File: config.mk
export PLATFORM = sky130hd
export DESIGN_NAME = fabric_mem_arbiter
export DESIGN_NICKNAME = d
export VERILOG_FILES = /design/src/rtl/fabric_mem_arbiter_pkg.sv /design/src/rtl/fabric_mem_arbiter_rr.sv /design/src/rtl/fabric_mem_arbiter.sv
export SDC_FILE = /design/constraint.sdc
export NUM_CORES = 1
export LEC_CHECK = 0
export BUFFER_PORTS_ARGS = -buffer_cell sky130_fd_sc_hd__buf_2
export CORE_UTILIZATION = 30
export CTS_CLUSTER_DIAMETER = 200
export DETAILED_ROUTE_END_ITERATION = 8
export PLACE_DENSITY = 0.74
export SLEW_MARGIN = 20
export SYNTH_ARGS = -nofsm -noshare
export SYNTH_HDL_FRONTEND = slang
export SYNTH_HIERARCHICAL = 1
export SYNTH_SLANG_ARGS = --single-unit
export TNS_END_PERCENT = 100
File: constraint.sdc
create_clock -name clk -period 3.4 [get_ports clk]
set_clock_uncertainty 0.1 [all_clocks]
set_input_delay 0 -clock clk [delete_from_list [all_inputs] [get_ports clk]]
set_output_delay 0 -clock clk [all_outputs]
set_load 0.02 [all_outputs]
File: src/rtl/fabric_mem_arbiter_pkg.sv
// -----------------------------------------------------------------------------
// fabric_mem_arbiter_pkg
// Shared definitions for the fabric scratchpad load-port arbiter:
//   - RT_MEMARB_* error codes reported on error_code
//   - error classification enum and helpers that pick and encode the error
//     to latch when several conditions are detected in the same cycle
// -----------------------------------------------------------------------------
package fabric_mem_arbiter_pkg;

  // Runtime error codes, kept alongside the other fabric RT_* codes.
  localparam logic [15:0] RT_MEMARB_TAG_OOB   = 16'h0A01;
  localparam logic [15:0] RT_MEMARB_UNDERFLOW = 16'h0A02;

  typedef enum logic [1:0] {
    ERR_NONE      = 2'd0,
    ERR_TAG_OOB   = 2'd1,
    ERR_UNDERFLOW = 2'd2
  } memarb_err_e;

  // A bad tag outranks an underflow seen in the same cycle.
  function automatic memarb_err_e memarb_err_pick(input logic oob, input logic unf);
    memarb_err_e sel;
    if (oob) begin
      sel = ERR_TAG_OOB;
    end else if (unf) begin
      sel = ERR_UNDERFLOW;
    end else begin
      sel = ERR_NONE;
    end
    return sel;
  endfunction

  function automatic logic [15:0] memarb_err_code(input memarb_err_e err);
    logic [15:0] code;
    case (err)
      ERR_TAG_OOB:   code = RT_MEMARB_TAG_OOB;
      ERR_UNDERFLOW: code = RT_MEMARB_UNDERFLOW;
      default:       code = 16'h0000;
    endcase
    return code;
  endfunction

endpackage

File: src/rtl/fabric_mem_arbiter_rr.sv
// -----------------------------------------------------------------------------
// fabric_rr_arbiter
// Generic round-robin arbiter that owns its rotating priority pointer.
// The search starts at the pointer and wraps modulo N; on advance the pointer
// moves to one past the granted index. Reusable by load, store and LSQ sides.
// Ports:
//   clk, rst_n    clock, asynchronous active-low reset (pointer -> 0)
//   eligible[N]   per-requester eligibility
//   advance       the current grant was consumed this cycle
//   grant_valid   at least one requester is eligible
//   grant_idx     index of the granted requester
// -----------------------------------------------------------------------------
module fabric_rr_arbiter #(
  parameter  int N     = 4,
  localparam int IDX_W = (N > 1) ? $clog2(N) : 1
) (
  input  logic             clk,
  input  logic             rst_n,
  input  logic [N-1:0]     eligible,
  input  logic             advance,
  output logic             grant_valid,
  output logic [IDX_W-1:0] grant_idx
);

  logic [IDX_W-1:0] ptr_r;
  logic             grant_valid_s;
  logic [IDX_W-1:0] grant_idx_s;

  // First eligible index at or after ptr_r, wrapping past N-1 back to 0.
  always_comb begin : search
    int cand;
    grant_valid_s = 1'b0;
    grant_idx_s   = {IDX_W{1'b0}};
    cand          = 0;
    for (int k = 0; k < N; k++) begin
      cand = int'(ptr_r) + k;
      cand = (cand >= N) ? (cand - N) : cand;
      if (!grant_valid_s && eligible[cand]) begin
        grant_valid_s = 1'b1;
        grant_idx_s   = IDX_W'(cand);
      end else begin
        grant_valid_s = grant_valid_s;
      end
    end
  end

  // Rotate priority to just past the winner whenever a grant is consumed.
  always_ff @(posedge clk or negedge rst_n) begin
    if (!rst_n) begin
      ptr_r <= {IDX_W{1'b0}};
    end else if (advance) begin
      ptr_r <= (int'(grant_idx_s) == N - 1) ? {IDX_W{1'b0}} : grant_idx_s + IDX_W'(1);
    end
  end

  assign grant_valid = grant_valid_s;
  assign grant_idx   = grant_idx_s;

endmodule

File: src/rtl/fabric_mem_arbiter.sv
// -----------------------------------------------------------------------------
// fabric_mem_arbiter
// Shares one tagged load port of the fabric scratchpad among NUM_REQ
// requesters. One request per cycle is picked round-robin and forwarded with
// the requester index as its tag; responses are steered back by tag. Each
// requester may have at most MAX_OUTSTANDING loads in flight.
// Ports:
//   clk, rst_n              clock, asynchronous active-low reset
//   req_valid/ready/addr    per-requester load request stream
//   mem_req_valid/ready     request to memory load port
//   mem_req_addr/tag        forwarded address and requester index
//   mem_rsp_valid/ready     response from memory load port
//   mem_rsp_data/tag        load data and echoed tag
//   rsp_valid/ready         per-requester response handshake
//   rsp_data                load data broadcast to all requesters
//   error_valid/error_code  sticky first error (TAG_OOB beats UNDERFLOW)
// Configuration:
//   FABRIC_MEM_ARB_REQ_REG_EN  defined: 1-entry register slice on mem_req_*
//                              (1-cycle request latency, no bubbles).
//                              undefined: mem_req_* driven from the grant mux.
// -----------------------------------------------------------------------------
module fabric_mem_arbiter
  import fabric_mem_arbiter_pkg::*;
#(
  parameter  int NUM_REQ         = 4,
  parameter  int ADDR_WIDTH      = 6,
  parameter  int DATA_WIDTH      = 32,
  parameter  int MAX_OUTSTANDING = 4,
  localparam int TAG_W           = $clog2(NUM_REQ),
  localparam int CNT_W           = $clog2(MAX_OUTSTANDING + 1)
) (
  input  logic                                clk,
  input  logic                                rst_n,
  input  logic [NUM_REQ-1:0]                  req_valid,
  output logic [NUM_REQ-1:0]                  req_ready,
  input  logic [NUM_REQ-1:0][ADDR_WIDTH-1:0]  req_addr,
  output logic                                mem_req_valid,
  input  logic                                mem_req_ready,
  output logic [ADDR_WIDTH-1:0]               mem_req_addr,
  output logic [TAG_W-1:0]                    mem_req_tag,
  input  logic                                mem_rsp_valid,
  output logic                                mem_rsp_ready,
  input  logic [DATA_WIDTH-1:0]               mem_rsp_data,
  input  logic [TAG_W-1:0]                    mem_rsp_tag,
  output logic [NUM_REQ-1:0]                  rsp_valid,
  input  logic [NUM_REQ-1:0]                  rsp_ready,
  output logic [NUM_REQ-1:0][DATA_WIDTH-1:0]  rsp_data,
  output logic                                error_valid,
  output logic [15:0]                         error_code
);

  if (NUM_REQ < 2) begin : g_bad_num_req
    $fatal(1, "fabric_mem_arbiter: NUM_REQ must be >= 2");
  end
  if (MAX_OUTSTANDING < 1) begin : g_bad_max_out
    $fatal(1, "fabric_mem_arbiter: MAX_OUTSTANDING must be >= 1");
  end

  logic [CNT_W-1:0]   cnt_r [NUM_REQ];
  logic [NUM_REQ-1:0] eligible_s;
  logic               grant_valid_s;
  logic [TAG_W-1:0]   grant_idx_s;
  logic               can_accept_s;
  logic               issue_fire_s;
  logic               tag_ok_s;
  logic               rsp_sel_ready_s;
  logic               rsp_sel_zero_s;
  logic               rsp_fire_s;
  logic               oob_s;
  logic               underflow_s;
  logic [NUM_REQ-1:0] inc_vec_s;
  logic [NUM_REQ-1:0] dec_vec_s;
  memarb_err_e        err_sel_s;
  logic               error_valid_r;
  logic [15:0]        error_code_r;

  // A requester competes only while it has a free outstanding slot.
  always_comb begin
    eligible_s = {NUM_REQ{1'b0}};
    for (int i = 0; i < NUM_REQ; i++) begin
      eligible_s[i] = req_valid[i] && (cnt_r[i] < CNT_W'(MAX_OUTSTANDING));
    end
  end

  fabric_rr_arbiter #(
    .N (NUM_REQ)
  ) u_rr (
    .clk         (clk),
    .rst_n       (rst_n),
    .eligible    (eligible_s),
    .advance     (issue_fire_s),
    .grant_valid (grant_valid_s),
    .grant_idx   (grant_idx_s)
  );

  // Gated by rst_n so no handshake leaks out while reset is held.
  assign issue_fire_s = rst_n && grant_valid_s && can_accept_s;

  // One-hot ready on the winner, and only when the issue actually happens.
  always_comb begin
    req_ready = {NUM_REQ{1'b0}};
    for (int i = 0; i < NUM_REQ; i++) begin
      req_ready[i] = issue_fire_s && (grant_idx_s == TAG_W'(i));
    end
  end

`ifdef FABRIC_MEM_ARB_REQ_REG_EN
  logic                  slice_valid_r;
  logic [ADDR_WIDTH-1:0] slice_addr_r;
  logic [TAG_W-1:0]      slice_tag_r;

  // Reload while draining keeps back-to-back issue bubble-free.
  assign can_accept_s = !slice_valid_r || mem_req_ready;

  // Single-entry request slice: load on issue, empty when memory accepts.
  always_ff @(posedge clk or negedge rst_n) begin
    if (!rst_n) begin
      slice_valid_r <= 1'b0;
      slice_addr_r  <= {ADDR_WIDTH{1'b0}};
      slice_tag_r   <= {TAG_W{1'b0}};
    end else if (issue_fire_s) begin
      slice_valid_r <= 1'b1;
      slice_addr_r  <= req_addr[grant_idx_s];
      slice_tag_r   <= grant_idx_s;
    end else if (mem_req_ready) begin
      slice_valid_r <= 1'b0;
    end
  end

  assign mem_req_valid = rst_n && slice_valid_r;
  assign mem_req_addr  = slice_addr_r;
  assign mem_req_tag   = slice_tag_r;
`else
  assign can_accept_s  = mem_req_ready;
  assign mem_req_valid = rst_n && grant_valid_s;
  assign mem_req_addr  = req_addr[grant_idx_s];
  assign mem_req_tag   = grant_idx_s;
`endif

  // Tags beyond NUM_REQ-1 are only possible when NUM_REQ is not a power of 2.
  assign tag_ok_s = (int'(mem_rsp_tag) < NUM_REQ);

  // Steer the response to the tagged requester and pick its ready/count.
  always_comb begin
    rsp_valid       = {NUM_REQ{1'b0}};
    rsp_sel_ready_s = 1'b0;
    rsp_sel_zero_s  = 1'b0;
    for (int i = 0; i < NUM_REQ; i++) begin
      rsp_data[i] = mem_rsp_data;
      if (tag_ok_s && (mem_rsp_tag == TAG_W'(i))) begin
        rsp_valid[i]    = rst_n && mem_rsp_valid;
        rsp_sel_ready_s = rsp_ready[i];
        rsp_sel_zero_s  = (cnt_r[i] == {CNT_W{1'b0}});
      end else begin
        rsp_valid[i]    = 1'b0;
      end
    end
  end

  // Bad tags are swallowed so they cannot block the memory response path.
  assign mem_rsp_ready = rst_n && (tag_ok_s ? rsp_sel_ready_s : 1'b1);
  assign rsp_fire_s    = mem_rsp_valid && mem_rsp_ready && tag_ok_s;
  assign oob_s         = rst_n && mem_rsp_valid && !tag_ok_s;
  assign underflow_s   = rsp_fire_s && rsp_sel_zero_s;

  // Per-requester increment/decrement; a decrement at zero is suppressed.
  always_comb begin
    inc_vec_s = {NUM_REQ{1'b0}};
    dec_vec_s = {NUM_REQ{1'b0}};
    for (int i = 0; i < NUM_REQ; i++) begin
      inc_vec_s[i] = issue_fire_s && (grant_idx_s == TAG_W'(i));
      dec_vec_s[i] = rsp_fire_s && (mem_rsp_tag == TAG_W'(i)) &&
                     (cnt_r[i] != {CNT_W{1'b0}});
    end
  end

  // Outstanding-load counters; simultaneous issue and response cancel out.
  always_ff @(posedge clk or negedge rst_n) begin
    if (!rst_n) begin
      for (int i = 0; i < NUM_REQ; i++) begin
        cnt_r[i] <= {CNT_W{1'b0}};
      end
    end else begin
      for (int i = 0; i < NUM_REQ; i++) begin
        if (inc_vec_s[i] && !dec_vec_s[i]) begin
          cnt_r[i] <= cnt_r[i] + CNT_W'(1);
        end else if (!inc_vec_s[i] && dec_vec_s[i]) begin
          cnt_r[i] <= cnt_r[i] - CNT_W'(1);
        end
      end
    end
  end

  assign err_sel_s = memarb_err_pick(oob_s, underflow_s);

  // Sticky error latch: keeps the first error until reset.
  always_ff @(posedge clk or negedge rst_n) begin
    if (!rst_n) begin
      error_valid_r <= 1'b0;
      error_code_r  <= 16'h0000;
    end else if (!error_valid_r && (err_sel_s != ERR_NONE)) begin
      error_valid_r <= 1'b1;
      error_code_r  <= memarb_err_code(err_sel_s);
    end
  end

  assign error_valid = error_valid_r;
  assign error_code  = error_code_r;

endmodule
# --- Word level (Yosys, flattened, before mapping) ---
# Index checks and enable logic that the tools add are counted.
# W data, S select, Z words.
word_totals:
  wordCells: 155
  ff_bits: 31
  inputBits: 70
  out_inout_bits: 163
classes:
  reduce_logical: 61
  mux: 49
  addsub: 16
  eq_ne: 9
  n_lt_le_gt_ge: 13
op_table:
  columns: ["op", "count"]
  rows:
  - ["$lt A32 B4 Y1 const B", 4]
  - ["$mux W32", 4]
  - ["$ge A32 B4 Y1 const B", 3]
  - ["$sub A32 B4 Y32 const B", 3]
  - ["$logic_and A1 B1 Y1", 34]
  - ["$mux W1", 24]
  - ["$mux W3", 8]
  - ["$pmux W12 S2", 1]
  - ["$add A3 B1 Y3 const B", 4]
  - ["$bmux W6 S2", 1]
  - ["$logic_not A1 Y1", 12]
  - ["$logic_not A3 Y1", 4]
  - ["$lt A3 B3 Y1 const B", 4]
  - ["$mux W2", 6]
  - ["$reduce_bool A3 Y1", 4]
  - ["$sub A3 B1 Y3 const B", 4]
  - ["$eq A2 B2 Y1 const B", 5]
  - ["$reduce_bool A2 Y1", 5]
  - ["$bmux W1 S2", 4]
  - ["$eq A2 B1 Y1 const B", 4]
  - ["$add A2 B2 Y3 const B", 2]
  - ["$mux W6", 1]
  - ["$logic_not A2 Y1", 2]
  - ["$sub A2 B3 Y4 const B", 1]
  - ["other kinds (4)", 4]

# --- Longest topological paths before layout ---
# Gate-level depths: netlist of the first run.
depth:
  word_depth: 22
  ltp_mapped: 13
  ltp_nobuf: 12

# --- Cells and area by module ---
# Netlist of the first run, hierarchy kept.
modules_own_cells:
  columns: ["mod", "seq_area_each_um2", "area_each_um2", "n_inst", "cells_each"]
  rows:
  - ["fabric_mem_arbiter", 350.3, 2142.1, 1, 241]
  - ["fabric_rr_arbiter", 50.0, 168.9, 1, 17]

# --- Worst setup path before layout of the first run ---
# Ideal clock, no wire load.
synth_timing:
  path_kind: "flip-flop to flip-flop"
  from: "register cnt_r[8] (netlist name)"
  to: "register cnt_r[8] (netlist name)"
  setup_time_ns: 0.079
  setup_slack_ns: 0.069
  stages_incl_launch_ff: 13
  arrival_time_ns: 3.152
  t_required_ns: 3.221
  synth_period_minus_slack_ns: 3.331
  cell_sequence: "dfrtp_1 nor2b_1 a21bo_1 a221oi_2 buf_2 nand2_1 nor2_1 ha_1 inv_1 fa_1 xor2_1 nor2_1 xor2_1"
synth_via:
  elab_cells_between_ends: 43
  classes_between: "add/sub (2); order compare (1); eq/ne (1); mux (22); reduce/logical (17)"
synth_rtl:
  columns: ["item", "line", "rtl"]
  rows:
  - ["from (decl)", "fabric_mem_arbiter.sv:59", "logic [CNT_W-1:0] cnt_r [NUM_REQ];"]
  - ["from (signal, indexed assignment)", "fabric_mem_arbiter.sv:181", "cnt_r[i] <= {CNT_W{1'b0}};"]
  - ["from (signal, indexed assignment)", "fabric_mem_arbiter.sv:186", "cnt_r[i] <= cnt_r[i] + CNT_W'(1);"]
  - ["from (signal, indexed assignment)", "fabric_mem_arbiter.sv:188", "cnt_r[i] <= cnt_r[i] - CNT_W'(1);"]
  - ["$lt A3 B3 Y1 (*)", "fabric_mem_arbiter.sv:81", "eligible_s[i] = req_valid[i] && (cnt_r[i] < CNT_W'(MAX_OUTSTANDING));"]
  - ["$logic_and A1 B1 Y1 (*)", "fabric_mem_arbiter.sv:81", null]
  - ["net eligible_s[1]", "fabric_mem_arbiter.sv:60", "logic [NUM_REQ-1:0] eligible_s;"]
  - ["$bmux W1 S2", "fabric_mem_arbiter_rr.sv:38", "if (!grant_valid_s && eligible[cand]) begin"]
  - ["$mux W1 (not written as such) (2 in a row)", "fabric_mem_arbiter_rr.sv:38", null]
  - ["$mux W1", "fabric_mem_arbiter_rr.sv:38", null]
  - ["$logic_not A1 Y1", "fabric_mem_arbiter_rr.sv:38", null]
  - ["$logic_and A1 B1 Y1", "fabric_mem_arbiter_rr.sv:38", null]
  - ["[... 6 more ...]", null, null]
  - ["$mux W2 (*)", "fabric_mem_arbiter_rr.sv:38", null]
  - ["net mem_req_tag[0]", "fabric_mem_arbiter.sv:40", "output logic [TAG_W-1:0] mem_req_tag,"]
  - ["$eq A2 B1 Y1 (*)", null, null]
  - ["$logic_and A1 B1 Y1 (*)", null, null]
  - ["net req_ready[1]", "fabric_mem_arbiter.sv:35", "output logic [NUM_REQ-1:0] req_ready,"]
  - ["$logic_not A1 Y1", "fabric_mem_arbiter.sv:187", "end else if (!inc_vec_s[i] && dec_vec_s[i]) begin"]
  - ["$logic_and A1 B1 Y1", "fabric_mem_arbiter.sv:187", null]
  - ["$reduce_bool A2 Y1 (no source line)", null, null]
# The timed path passes the listed nets; every way through them passes the cells marked *. The select of a mux whose other input is x is not followed.
# A chain may end at the register's enable or synchronous reset.

# --- Worst setup path after layout of the first run ---
layout_timing:
  from: "register cnt_r[11] (netlist name)"
  to: "register cnt_r[11] (netlist name)"
layout_via:
  elab_chain_cells: 21
  elab_cells_between_ends: 43
  classes_between: "add/sub (2); order compare (1); mux (22); reduce/logical (18)"
layout_rtl:
  columns: ["item", "line", "rtl"]
  rows:
  - ["$lt A3 B3 Y1 (*)", "fabric_mem_arbiter.sv:81", null]
  - ["$logic_and A1 B1 Y1 (*)", "fabric_mem_arbiter.sv:81", null]
  - ["net eligible_s[0]", "fabric_mem_arbiter.sv:60", null]
  - ["$bmux W1 S2", "fabric_mem_arbiter_rr.sv:38", null]
  - ["$mux W1 (not written as such) (2 in a row)", "fabric_mem_arbiter_rr.sv:38", null]
  - ["$mux W1", "fabric_mem_arbiter_rr.sv:38", null]
  - ["$logic_not A1 Y1", "fabric_mem_arbiter_rr.sv:38", null]
  - ["$logic_and A1 B1 Y1", "fabric_mem_arbiter_rr.sv:38", null]
  - ["[... 4 more ...]", null, null]
  - ["$logic_not A1 Y1", "fabric_mem_arbiter_rr.sv:38", null]
  - ["$logic_and A1 B1 Y1", "fabric_mem_arbiter_rr.sv:38", null]
  - ["$mux W1", "fabric_mem_arbiter_rr.sv:38", null]
  - ["$logic_and A1 B1 Y1 (2 in a row)", "fabric_mem_arbiter.sv:97", "assign issue_fire_s = rst_n && grant_valid_s && can_accept_s;"]
  - ["$logic_and A1 B1 Y1 (*)", "fabric_mem_arbiter.sv:171", "inc_vec_s[i] = issue_fire_s && (grant_idx_s == TAG_W'(i));"]
  - ["$logic_not A1 Y1", "fabric_mem_arbiter.sv:187", null]
  - ["$logic_and A1 B1 Y1", "fabric_mem_arbiter.sv:187", null]
  - ["$reduce_bool A2 Y1 (no source line)", null, null]
# Marks and branches as above.

==> results of run 1 <==
==> sequential cells by signal, indices dropped and copies added (netlist names) <==
name and flops:
error_code 1, cnt_r 12, error_valid 1, u_rr/ptr_r 2
==> per-layer routing <==
layer  routed length (um)  vias to the layer above
li1                     -                      613
met1                 1948                      677
met2                 2421                      112
met3                  623                        7
met4                   65                        0
met5                    0                        -
==> worst min-delay path: stages <==
cell and delay, ns:
dlygate4sd3_1 0.51, buf_2 0.13, buf_4 0.25
==> logic make-up (layout without fill, tap and decap cells) <==
family	count (synthesis)	after routing
compound gates	13	13
xor+xnor	12	12
fa+ha+maj	9	9
buf+inv	156	108
flops	16	16
mux	14	14
other cells	1	13
simple gates	37	37
==> worst paths after layout <==
check                                      to  depth (start not counted)     startpoint
worst max-delay path                cnt_r[11]                         11      cnt_r[11]
worst min-delay path            error_code[9]                          3          rst_n
worst max register to register      cnt_r[11]                         11      cnt_r[11]
worst min register to register      cnt_r[11]                          1      cnt_r[11]
max in group asynchronous            cnt_r[5]                          3          rst_n
min in group clk                u_rr/ptr_r[0]                          3  mem_req_ready
==> placed cells by master (no fill, tap or decap), types with 2 or more instances in the layout <==
| cell | n |
|---|---|
| a21oi_1 | 2 |
| and3_1 | 3 |
| buf_2 | 59 |
| buf_4 | 3 |
| clkbuf_8 | 4 |
| conb_1 | 13 |
| dfrtp_1 | 16 |
| dlygate4sd3_1 | 33 |
| fa_1 | 4 |
| ha_1 | 5 |
| inv_1 | 9 |
| mux2_2 | 4 |
| mux2i_1 | 3 |
| mux4_2 | 6 |
| nand2_1 | 3 |
| nand2b_1 | 2 |
| nor2_1 | 10 |
| nor2b_1 | 4 |
| nor3_1 | 3 |
| nor3b_1 | 2 |
| o22ai_1 | 2 |
| o31ai_1 | 2 |
| or2_1 | 2 |
| or3_1 | 2 |
| or4_1 | 2 |
| xnor2_1 | 4 |
| xor2_1 | 8 |
==> metrics by stage <==
| stage | hold slack [ns] | utilization |
|---|---|---|
| finish | 0.1652 | 0.2845 |
| global route | 0.1966 | 0.2845 |
| CTS | 0.1682 | 0.2845 |
| detailed placement | -0.09967 | 0.2320 |
| global placement | -0.09967 | 0.2320 |
| floorplan | -0.3956 | - |
==> power groups by stage <==
stage	Sequential (W)	Combinational (W)	Clock (W)
after floorplan	0.000355	0.000739	0
after global placement	0.000372	0.000673	0
after detailed placement	0.000380	0.000698	0
after CTS	0.000377	0.000857	0.000183
after global routing	0.000391	0.000926	0.000188
final	0.000376	0.000846	0.000177
==> repair_timing <==
item	CTS	global route
resized for setup	0	0
endpoints found under the hold margin	144	0
hold buffers	33	0
==> final cells by class <==
type | count | area (um^2) | share of cell area
clock buffer | 4 | 55.05 | 0.02639
inverter | 9 | 33.78 | 0.01620
multi-input combinational | 98 | 824.5 | 0.3953
sequential | 16 | 400.4 | 0.1920
tap | 99 | 123.9 | 0.05939
timing repair buffer | 95 | 648.1 | 0.3107
==> impl_metrics.csv, run 1 <==
group,metric,value,unit
status,status,"finished, final reports clean",
worst_setup_path,crit_chain,"nor2b_1, a21oi_1, o21ai_1, o2bb2a_1, nor3b_1, ha_1, inv_1, fa_1, xor2_1, nor2_1, xor2_1",
route,route.detailed.drc,0,
yosys,synthAdderAreaFrac,0.06172,
yosys,synth-seq-cells,16,
yosys,syn_inst,258,
final_layout,fillers,775,
global_routing,grt_first_pass_wirelength,7.686,mm
pwr,power_frac_seq,0.269,
yosys,yosys_warnings,6,
placed_design,pre_cts_ws,0.4208,ns
yosys,synth_top_area_frac,0.4645,
placed_design,placed_area,1700,um^2
timing,finalHoldViolCount,0,
timing,worst_slack,0.4325,ns
worst_setup_path,critPathMaxStageDelay,0.41,ns
pwr,power,0.001399,W
worst_setup_path,cp_top_family,"simple AND/OR/NAND/NOR gates",
timing,min_period,2.967,ns
clocking,htreeDepth,1,
yosys,ys_async_sr_fraction,1.000,
pwr,p_per_area,670.7,nW/um^2
pwr,power_frac_comb,0.605,
pwr,swShare,0.4793,
placed_design,portBuffers,59,
placed_design,hpwl,4.040,mm
timing,relSlewSlack,0.3838,
yosys,yosys.area_share.simple,0.08717,
worst_setup_path,end_kind,"flop",
yosys,yosysSeqAreaShare,0.1733,
yosys,synth_ff_type,"dfrtp_1",
timing,max_freq,0.3370,GHz
die,dieHeight,89.77,um
yosys,synth.avg_cell_area,8.957,um^2
final_layout,stdcell_area,2086,um^2
yosys,synth-edff-count,0,
worst_hold_path,hp-class,"input pin to asynchronous set/reset pin",
global_routing,antenna_found_initial,0,
die,die_w,89.77,um
die,core,7331,um^2
clocking,cts_tree,"done",
clocking,cts_setup_buffers,0,
yosys,ys_top_cells_by_count,"buf_4, dfrtp_1, nor2_1",
yosys,synth_area_leaders,"buf_4, dfrtp_1, mux4_2",
global_routing,grt_usage,0.1221,
final_layout,final_net_count,302,
route,wl,5.058,mm
run,drv_cap,0,
die,initial_core_util,0.3152,
global_routing,grt_busiest_layer,"met2",
route,wire_per_inst,15.76,um
worst_setup_path,critical_path_class,"flop to flop",
placed_design,dp_cells,284,
worst_setup_path,crit_slowest_cell,"o2bb2a_1",
clocking,clk_pin_slew_worst_paths,0.07,ns
worst_setup_path,arrival,3.05,ns
clocking,cts.sinks,16,
final_layout,drive_gt1_frac,0.3514,
route,antenna_left,0,
pwr,ir_drop,0.1734,mV
final_layout,diodes,0,
timing,setup_viol_count_final,0,
global_routing,grt_util_met1,0.1447,
route,vias_per_cell,4.389,
yosys,yosysMostFrequentCell,"buf_4",
global_routing,grt_pass1_vias,1426,
route,drt-initial-drc-count,40,
yosys,synth_compound_area_frac,0.04548,
timing,worst_slew_pin_slew,0.9213,ns
yosys,synth_cell_types,40,
worst_setup_path,path_common_cell,"xor2_1",
clocking,clockBufferDepth,2,
worst_setup_path,path_buf_inv,1,
worst_setup_path,worstPathMaxFanout,12,
placed_design,gp_congestion,0.7161,
worst_setup_path,startpoint_type,"flop",
route,vias,1409,
global_routing,grt-ovfl-total,0,
die,rows,31,
final_layout,stdcell_count,321,
timing,fin_crit_sh,0.8728,
global_routing,use_met2,0.1962,
clocking,cts_buffers,3,
worst_setup_path,reg2reg_slack,0.43,ns
yosys,yosys.area.top_type,"buf_4",
pwr,p_int,0.0007284,W
die,num_io_pins,233,
global_routing,grt_max_degree,19,
timing,finalSetupTns,0,ns
yosys,synthMuxAreaShare,0.09583,
clocking,ctsRootBufferMaster,"clkbuf_8",
timing,final_max_slew_viol_count,0,
pwr,power.leakage,0.9735,nW
route,drt-pass1-iter-count,4,
yosys,synth_top_family_by_area,"buffers and inverters",
pwr,switchingPower,0.0006704,W
yosys,synth_xor_area_frac,0.04548,
clocking,clkLatencyLatePin,0.26,ns
timing,rsz0062_at_grt,"false",
die,dieArea,8058,um^2
pwr,power.share.clock,0.126,
final_layout,area_growth_syn_to_layout,-9.746,%
worst_setup_path,worstPathRequired,3.48,ns
yosys,synth_area,2311,um^2
global_routing,use_met3,0.05668,
(Power assumes the default switching activity.)
==> inputs of run 2 (changes only) <==
- BUFFER_PORTS_ARGS: -buffer_cell sky130_fd_sc_hd__buf_2 -> -buffer_cell sky130_fd_sc_hd__buf_4
- CELL_PAD_IN_SITES_DETAIL_PLACEMENT: not set -> 1
- CELL_PAD_IN_SITES_GLOBAL_PLACEMENT: not set -> 2
- CORE_ASPECT_RATIO: not set -> 2
- CORE_UTILIZATION: 30 -> 18
- PLACE_DENSITY: 0.74 -> 0.88
- RECOVER_POWER: not set -> 50
==> impl_metrics.csv, run 2 (synthesized netlist as in run 1, its figures left out) <==
group,metric,value,unit
worst_setup_path,reg2reg_slack,0.27,ns
final_layout,multi_input_area,829.5,um^2
timing,finalSetupTns,0,ns
timing,worst_slew_pin_slew,1.023,ns
timing,finalHoldViolCount,0,
worst_setup_path,crit_path_end,"cnt_r[11]",
route,antenna_left,0,
clocking,clk_pin_slew_worst_paths,0.05,ns
worst_setup_path,r2r_start,"cnt_r[11]",
final_layout,final_net_count,301,
timing,max_freq,0.3200,GHz
timing,fin_crit_sh,0.9192,
die,rows,58,
final_layout,largest_reg_flops,12,
worst_setup_path,crit_start,"cnt_r[11]",
route,vias_per_cell,3.911,
final_layout,area_growth_syn_to_layout,-0.4871,%
global_routing,grt_max_degree,22,
route,wl,7.338,mm
worst_setup_path,critPathMaxStageDelay,0.45,ns
global_routing,grt_usage,0.1070,
status,status,"finished, final reports clean",
global_routing,antenna_found_initial,0,
final_layout,drive_gt1_frac,0.3318,
worst_setup_path,critical_path_class,"flop to flop",
route,drt-pass1-iter-count,3,
worst_setup_path,crit_slowest_cell,"o2bb2a_1",
route,route.detailed.drc,0,
timing,rsz0062_at_grt,"false",
worst_setup_path,reg2reg_to,"cnt_r[11]",
worst_setup_path,cp_top_family,"simple AND/OR/NAND/NOR gates",
clocking,htreeDepth,1,
worst_setup_path,worstPathMaxFanout,12,
final_layout,reg_top3,"cnt_r (12), u_rr/ptr_r (2)",
clocking,cts_buffers,3,
route,drt-initial-drc-count,51,
placed_design,hpwl,6.233,mm
global_routing,grt-ovfl-total,0,
worst_setup_path,path_common_cell,"xor2_1",
placed_design,gp_congestion,0.6961,
final_layout,fillers,1445,
die,num_io_pins,233,
route,vias,1447,
clocking,cts_tree,"done",
timing,min_period,3.125,ns
timing,worst_slack,0.2746,ns
die,initial_core_util,0.1841,
clocking,cts.sinks,16,
pwr,p_per_area,677.0,nW/um^2
worst_setup_path,arrival,3.19,ns
run,drv_cap,0,
timing,final_max_slew_viol_count,0,
worst_setup_path,end_kind,"flop",
worst_setup_path,path_buf_inv,1,
die,dieArea,13320,um^2
timing,setup_viol_count_final,0,
worst_setup_path,crit_chain,"nor2b_1, a21oi_1, o21ai_1, o2bb2a_1, nor3b_2, ha_1, inv_1, fa_1, xor2_1, nor2_1, xor2_1",
worst_setup_path,startpoint_type,"flop",
worst_setup_path,r2r_cells,11,
die,dieHeight,162.2,um
timing,relSlewSlack,0.3155,
final_layout,seq_area,400.4,um^2
final_layout,final_cell_mix,"buf_4, dlygate4sd3_1, dfrtp_1",
global_routing,grt_pass1_vias,1625,
die,die_w,82.12,um
clocking,clkLatencyLatePin,0.24,ns
route,wire_per_inst,19.83,um
worst_setup_path,cp.depth,11,
timing,hold_slack,0.06566,ns
die,core,12550,um^2
worst_setup_path,worstPathRequired,3.47,ns
pwr,power.leakage,1.014,nW
placed_design,pre_cts_ws,0.1118,ns
worst_hold_path,hp-class,"input pin to asynchronous set/reset pin",
final_layout,diodes,0,
placed_design,portBuffers,59,
clocking,clockBufferDepth,2,
global_routing,grt_first_pass_wirelength,9.570,mm
clocking,cts_setup_buffers,0,
final_layout,largest_register,"cnt_r",
clocking,ctsRootBufferMaster,"clkbuf_16",
pwr,ir_drop,0.2362,mV
final_layout,layout.cells.most_common,"buf_4",
-- run 2: cell types whose count changed in the layout (fill, tap and decap cells not counted) --
cell / delta
buf_2: -59
buf_4: +54
clkbuf_1: +4
clkbuf_8: -4
clkbuf_16: +3
nor3b_1: -1
nor3b_2: +1
-- run 2: timing repair --
item / 4_1_cts / 5_1_grt
gates resized for setup: 0 / 1
endpoints found under the hold margin: 144 / 0
hold buffers: 33 / 0
endpoints found under the setup margin: 0 / 1
-- run 2: layer usage --
layer | vias up | part of all wire | GRT usage | wire length, um
li1 | 605 | - | - | -
met3 | 11 | 0.16 | 0.04944 | 1153
met1 | 654 | 0.21 | 0.06132 | 1523
met5 | - | 0 | 0 | 0
met2 | 177 | 0.60 | 0.2322 | 4437
met4 | 0 | 0.030 | 0.04944 | 223
-- run 2: area by class of cell --
cell class	instances	share of cell area
well taps	150	0.08161
multi-input cells	98	0.3607
flip-flops and latches	16	0.1741
inverters	9	0.01469
repair buffers	94	0.3362
clock buffers	3	0.03264
-- run 2: worst min-delay path by stage --
stage | startpoint | to | slack, ns
6_report | rst_n | error_code[9] | 0.07
5_1_grt | rst_n | error_code[9] | 0.11
4_1_cts | rst_n | error_code[9] | 0.08
3_5_place_dp | rst_n | error_code[9] | -0.20
3_3_place_gp | rst_n | error_code[9] | -0.21
2_1_floorplan | rst_n | cnt_r[0] | -0.40
-- run 2: power breakdown --
| group | internal (W) | switching, W | leakage [nW] |
|---|---|---|---|
| clock | 0.000154 | 0.0000703 | 0.0370 |
| sequential | 0.000278 | 0.000105 | 0.185 |
| combinational | 0.000404 | 0.000546 | 0.792 |
| total | 0.000835 | 0.000721 | 1.01 |
-- run 2: through the flow --
stage	total power [W]	util	instances	instance area, um^2
5_1_grt	0.001677	0.1832	370	2300
4_1_cts	0.001586	0.1840	370	2310
3_5_place_dp	0.001178	0.1517	334	1904
6_report	0.001557	0.1832	370	2300
3_3_place_gp	0.001133	0.1517	334	1904
2_1_floorplan	0.001094	-	270	2356
==> inputs of run 3 (changes only) <==
- CORE_MARGIN: not set -> 5
- MAX_ROUTING_LAYER: not set -> met4
==> impl_metrics.csv, run 3 (synthesized netlist as in run 1, its figures left out) <==
group,metric,value,unit
clocking,cts_resized,0,
route,drt-met1-wl,1.526,mm
route,dr_wl_met2,4.291,mm
die,num_io_pins,233,
worst_hold_path,hp-class,"input pin to asynchronous set/reset pin",
route,drt-initial-drc-count,36,
final_layout,seq_area,400.4,um^2
final_layout,final_cell_mix,"buf_4, dlygate4sd3_1, dfrtp_1",
timing,rsz0062_at_grt,"false",
route,highest_layer,"met4",
timing,fin_crit_sh,0.9044,
timing,setup_viol_count_final,0,
clocking,cts_buffers,3,
status,status,"finished, final reports clean",
timing,finalHoldViolCount,0,
timing,final_max_slew_viol_count,0,
global_routing,antenna_found_initial,0,
die,initial_core_util,0.1830,
final_layout,drive_gt1_frac,0.3273,
timing,worst_slew_pin_slew,0.9948,ns
clocking,htreeDepth,1,
die,core,12630,um^2
final_layout,final_net_count,301,
clocking,clk_pin_slew_worst_paths,0.05,ns
final_layout,fillers,1458,
global_routing,grt_max_degree,22,
route,antenna_left,0,
worst_setup_path,arrival,3.14,ns
die,dieHeight,170.2,um
placed_design,gp_congestion,0.7038,
clocking,ctsRootBufferMaster,"clkbuf_16",
route,route.detailed.drc,0,
clocking,cts_setup_buffers,0,
global_routing,grt_usage,0.08974,
final_layout,largest_reg_flops,12,
die,rows,58,
final_layout,reg_top3,"cnt_r (12), u_rr/ptr_r (2)",
timing,relSlewSlack,0.3346,
worst_setup_path,critical_path_class,"flop to flop",
final_layout,largest_register,"cnt_r",
final_layout,area_growth_syn_to_layout,-0.7039,%
placed_design,hpwl,5.917,mm
final_layout,diodes,0,
route,drt-pass1-iter-count,2,
pwr,power.leakage,1.013,nW
worst_setup_path,worstPathRequired,3.47,ns
clocking,clkLatencyLatePin,0.25,ns
route,vias,1438,
route,vias_per_cell,3.886,
final_layout,multi_input_area,824.5,um^2
final_layout,post-route-util,0.1817,
timing,max_freq,0.3252,GHz
route,wl,7.025,mm
global_routing,grt_first_pass_wirelength,10.05,mm
timing,min_period,3.075,ns
clocking,cts_tree,"done",
worst_setup_path,worstPathMaxFanout,12,
worst_setup_path,end_kind,"flop",
global_routing,grt-ovfl-total,0,
placed_design,portBuffers,59,
worst_setup_path,startpoint_type,"flop",
die,die_w,90.12,um
timing,finalSetupTns,0,ns
run,drv_cap,0,
clocking,cts.sinks,16,
pwr,ir_drop,0.2404,mV
route,wire_per_inst,18.99,um
global_routing,grt_pass1_vias,1643,
clocking,clockBufferDepth,2,
pwr,p_per_area,664.7,nW/um^2
final_layout,layout.cells.most_common,"buf_4",
route,wl_met3,1.174,mm
die,dieArea,15340,um^2
## run 3: path summary, 6_finish.rpt
kind / from / to / slack, ns / cells after the start
worst min register to register: cnt_r[2] / cnt_r[2] / 0.40 / 1
max in group asynchronous: rst_n / cnt_r[6] / 2.91 / 2
worst max-delay path: cnt_r[11] / cnt_r[11] / 0.33 / 12
worst min-delay path: rst_n / cnt_r[0] / 0.08 / 2
worst max register to register: cnt_r[11] / cnt_r[11] / 0.33 / 12
min in group clk: mem_rsp_tag[0] / error_valid / 0.15 / 3
## run 3: per-stage QoR
step | area [um^2] | total power [W] | instances | setup WS (ns) | hold WS, ns
detailed placement | 1904 | 0.001155 | 334 | 0.3533 | -0.2064
global route | 2295 | 0.001641 | 370 | 0.03486 | 0.1044
CTS | 2310 | 0.001556 | 370 | 0.2889 | 0.08296
floorplan | 2356 | 0.001094 | 270 | 0.06864 | -0.3956
global placement | 1904 | 0.001101 | 334 | 0.4672 | -0.2129
finish | 2295 | 0.001525 | 370 | 0.3250 | 0.07932
## run 3: area by class of cell
type | instances | share of cell area
multi-input combinational | 98 | 0.3593
timing repair buffer | 94 | 0.3370
sequential | 16 | 0.1745
tap | 150 | 0.08179
clock buffer | 3 | 0.03272
inverter | 9 | 0.01472
## run 3: critical path, cell delays in order (launching register included)
cell      delay, ns
dfrtp_1        0.40
nor2b_1        0.31
a21oi_1        0.12
o21ai_1        0.13
o2bb2a_1       0.41
nor3b_1        0.29
buf_4          0.16
ha_1           0.19
inv_1          0.07
fa_1           0.38
xor2_1         0.15
nor2_1         0.11
xor2_1         0.16
## run 3: routing by layer
| layer | vias to the layer above | GRT usage |
|---|---|---|
| met3 | 2 | 0.05263 |
| met5 | - | - |
| li1 | 604 | - |
| met4 | 0 | 0.01426 |
| met2 | 172 | 0.1974 |
| met1 | 660 | 0.05256 |
## run 3: power by group
group	internal, W	switching [W]	total [W]
sequential	0.000278	0.000101	0.000378
clock	0.000155	0.0000756	0.000230
combinational	0.000395	0.000522	0.000917
total	0.000827	0.000698	0.00153
## run 3: timing repair
item	CTS	global route
hold buffers	33	0
endpoints found under the setup margin	0	0
hold endpoints to repair	144	0
